**src/rtl/constraint_stream_checker_pkg.sv**
```systemverilog
// Shared types for the constraint stream checker: opcodes, slot record, counter width.
// Slot fields are sized for the widest supported configuration (VAR_W <= 64, <= 256 vars).
package constraint_stream_pkg;

    localparam int CNT_W     = 32;
    localparam int CFG_IDX_W = 8;
    localparam int CFG_K_W   = 64;

    typedef enum logic [3:0] {
        OP_TRUE  = 4'd0,
        OP_NZ    = 4'd1,
        OP_NOTNZ = 4'd2,
        OP_LOR   = 4'd3,
        OP_NAND  = 4'd4,
        OP_MULNZ = 4'd5,
        OP_DIVNZ = 4'd6,
        OP_EQ    = 4'd7,
        OP_LTK   = 4'd8
    } op_e;

    // op kept as raw 4 bits so codes 9-15 can be stored and evaluate FALSE
    typedef struct packed {
        logic                 en;
        logic [3:0]           op;
        logic [CFG_IDX_W-1:0] a;
        logic [CFG_IDX_W-1:0] b;
        logic [CFG_K_W-1:0]   k;
    } cons_cfg_t;

endpackage

```
**src/rtl/constraint_eval.sv**
```systemverilog
// One constraint slot: selects operands from the variable vector and evaluates the opcode.
// Purely combinational; a disabled slot always reports TRUE.
module constraint_eval
    import constraint_stream_pkg::*;
#(
    parameter int NUM_VARS = 10,
    parameter int VAR_W    = 32
) (
    input  logic [NUM_VARS*VAR_W-1:0] vars,
    input  cons_cfg_t                 cfg,
    output logic                      res
);

    logic [VAR_W-1:0] a, b, k, prod;

    // Out-of-range operand indices fall through the mux and read as 0
    always_comb begin
        a = '0;
        b = '0;
        for (int v = 0; v < NUM_VARS; v++) begin
            if (32'(cfg.a) == v) a = vars[v*VAR_W +: VAR_W];
            if (32'(cfg.b) == v) b = vars[v*VAR_W +: VAR_W];
        end
    end

    assign k    = cfg.k[VAR_W-1:0];
    assign prod = (~a) * b;

    if (CFG_K_W > VAR_W) begin : g_k_pad
        logic unused_k_hi;
        assign unused_k_hi = ^cfg.k[CFG_K_W-1:VAR_W];
    end

    always_comb begin
        res = 1'b0;
        if (!cfg.en) begin
            res = 1'b1;
        end else begin
            case (cfg.op)
                OP_TRUE:  res = 1'b1;
                OP_NZ:    res = (a != '0);
                OP_NOTNZ: res = (~a != '0);
                OP_LOR:   res = (a != '0) || (b != '0);
                OP_NAND:  res = !((a != '0) && (b != '0));
                OP_MULNZ: res = (prod != '0);
                // floor(a/k) is nonzero exactly when a >= k, so no divider is needed
                OP_DIVNZ: res = (k != '0) && (a >= k);
                OP_EQ:    res = (a == b);
                OP_LTK:   res = (a < k);
                default:  res = 1'b0;
            endcase
        end
    end

endmodule

```
**config.mk**
```make
export PLATFORM = sky130hd
export DESIGN_NAME = constraint_eval
export DESIGN_NICKNAME = d
export VERILOG_FILES = /design/src/rtl/constraint_stream_checker_pkg.sv /design/src/rtl/constraint_eval.sv
export SDC_FILE = /design/constraint.sdc
export NUM_CORES = 2
export LEC_CHECK = 0
export BUFFER_PORTS_ARGS = -buffer_cell sky130_fd_sc_hd__clkbuf_2
export CAP_MARGIN = 5
export CORE_AREA = 2 2 312 252
export DETAILED_ROUTE_END_ITERATION = 8
export DIE_AREA = 0 0 314 254
export PLACE_DENSITY = 0.59
export SLEW_MARGIN = 20
export SYNTH_ARGS = -nofsm -noshare
export SYNTH_HDL_FRONTEND = slang
export SYNTH_SLANG_ARGS = --single-unit
```
**constraint.sdc**
```tcl
create_clock -name vclk -period 34.9
set_input_delay 6.98 -clock vclk [all_inputs]
set_output_delay 6.98 -clock vclk [all_outputs]
set_load 0.05 [all_outputs]
```
==> flow_summary_export.csv <==
group,metric,value,unit
global_route,grt_pass1_wl,157000,um
finish,stdcell_area,26000,um2
drt,num_vias,22800,
synth,synth_area_leaders,"fa_1 36%, ha_1 9.4%, inv_1 6.0%",
sta,fmax,37.4,MHz
floorplanning,die_area,79800,um2
pwr,leakage,10.8,nW
synth,synth.net_count,3671,
run_status,status,"finished clean",
worst_hold_path,hp-class,"in2out",
global_route,grt_usage,0.267,
synth,synth.area.mux_share,0.107,
sta,max_slew_margin,0.226,
global_route,antenna_found_initial,11,
placed_design,io_buffers,374,
placed_design,finalWeightedCongestion,1.03,
synth,synth.largest_area_cell,"fa_1",
worst_setup_path,cp-start-kind,"primary input",
pwr,cellPowerDensity,18.6,nW/um2
floorplanning,die_h,254,um
sta,hold_violations,0,
synth,synth-xor-area-share,0.0343,
floorplanning,ios,406,
worst_setup_path,required,27920,ps
finish,nClkBuffers,0,
synth,ys_types,91,
finish,ff_latch_area,0,um2
floorplanning,initial_core_util,0.298,
sta,setup-tns-final,0,ps
worst_setup_path,end_kind,"primary output",
drt,drtIter0Drc,2900,
placed_design,dp_hpwl,86700,um
synth,syn-cell-area,22800,um2
worst_setup_path,crit_fanout,51,
cts,hold_buffers,0,
pwr,peakVddDrop,0.0372,mV
synth,synth_area_per_cell,8.50,um2
synth,yosysSeqAreaShare,0,
sta,drv_slew,0,
drt,drt-pass1-iter-count,6,
worst_setup_path,cp_common_cell,"fa_1",
worst_setup_path,crit_path_start,"cfg[72]",
global_route,grt_overflow,0,
worst_setup_path,worstSetupPathType,"in2out",
cts,ctsResizeCount,0,
floorplanning,rows,91,
drt,vias_per_cell,5.68,
finish,nets,3969,
cts,post-cts-setup-buffer-count,0,
run,drv_cap,0,
sta,rsz0062_at_grt,"no",
sta,worst_slew_pin_slew,1130,ps
sta,setup_violations,0,
synth,yosysWarnings,0,
sta,period_minus_slack,26770,ps
finish,areaGrowthSynthToFinish,13.9,%
drt,drt-total-wl,107000,um
synth,synthSimpleGateAreaFrac,0.187,
drt,route.antenna.remaining_nets,0,
synth,synth_cells,2687,
floorplanning,core-area,76600,um2
floorplanning,die_width,314,um
finish,drive_gt1_frac,0.205,
worst_setup_path,cp_slowest_cell,"buf_4",
synth,netlist.area_leader.share,0.358,
global_route,grt_pass1_vias,23100,
synth,yosys.area_share.adder,0.451,
worst_setup_path,crit_arrival,19790,ps
synth,synth_compound_area_frac,0.125,
finish,seq_cell_count,0,
worst_hold_path,min_from,"cfg[80]",
global_route,grt_max_degree,53,
sta,period_share,0.767,
synth,synth_top_family_by_area,"adder cells",
finish,fillers,8169,
worst_setup_path,cpPeakStageDelay,750,ps
drt,drc_errors,0,
placed_design,post_dp_cell_area,26000,um2
drt,wl_per_cell,26.6,um
worst_setup_path,cp-endpoint,"res",
==> worst max-delay path, delay by kind of cell <==
family	cells	cell delay, ps
buffers and inverters	10	3410
and+or+nand+nor	7	2060
adders and majority gates	9	4490
AOI/OAI and AO/OA	9	2750
==> synth_stat cells (all sizes together) (35+ instances only) <==
| master | instances |
|---|---|
| xnor2 | 68 |
| and2 | 47 |
| mux4 | 59 |
| buf | 59 |
| nand3 | 35 |
| nor2 | 239 |
| nand2 | 353 |
| a21oi | 79 |
| inv | 370 |
| mux2i | 65 |
| ha | 171 |
| o21ai | 59 |
| nand2b | 45 |
| mux2 | 42 |
| nor2b | 49 |
| fa | 408 |
| clkbuf | 108 |
==> kinds of logic after synthesis <==
group / Yosys count
AO/OA/AOI/OAI: 396
XOR/XNOR: 84
adder cells (fa/ha/maj): 579
buffers and inverters: 545
multiplexers: 166
AND/OR/NAND/NOR: 917
==> where the power goes <==
| group | internal, mW | total [mW] | switching (mW) |
|---|---|---|---|
| Clock | 0.0000000134 | 0.0000000135 | 0 |
| Sequential | 0 | 0 | 0 |
| Combinational | 0.192 | 0.483 | 0.292 |
==> per-stage QoR <==
| stage | instances | hold WS, ps | utilization | total power, mW | setup slack, ps |
|---|---|---|---|---|---|
| CTS | 4006 | 14620 | 0.339 | 0.473 | 8490 |
| detailed placement | 4006 | 14620 | 0.339 | 0.469 | 8530 |
| floorplan | 2687 | 14410 | - | 0.313 | 11210 |
| finish | 4017 | 14650 | 0.340 | 0.483 | 8130 |
| global route | 4013 | 14640 | 0.339 | 0.531 | 7790 |
| global placement | 4006 | 14630 | 0.339 | 0.470 | 8590 |
==> metal layers <==
metal | GRT usage | routed length [um] | vias to the layer above
met5 | 0.0203 | 229 | -
met4 | 0.0597 | 2980 | 4
met3 | 0.111 | 15700 | 217
met2 | 0.371 | 41700 | 1503
met1 | 0.379 | 46200 | 11500
li1 | - | - | 9576
==> worst min path at each step <==
| stage | depth (start not counted) | to |
|---|---|---|
| after floorplan | 2 | res |
| after global placement | 4 | res |
| after detailed placement | 4 | res |
| after CTS | 4 | res |
| after global routing | 4 | res |
| final | 4 | res |
==> final cells by class <==
cell class | instances | area [um2] | area share
multi-input combinational | 2142 | 20700 | 0.797
tap | 1023 | 1280 | 0.0492
timing repair buffer | 463 | 2550 | 0.0980
inverter | 378 | 1420 | 0.0546
antenna | 11 | 27.5 | 0.00106
==> placed cells by master, fill, tap and decap left out, drive strengths merged, types with 45 or more instances in the layout <==
cell / n
fa: 408
clkbuf: 370
inv: 370
nand2: 353
nor2: 239
ha: 171
buf: 93
a21oi: 79
xnor2: 68
mux2i: 65
mux4: 59
o21ai: 59
nor2b: 49
and2: 47
nand2b: 45
No activity file was read; power rests on OpenSTA's default activity.
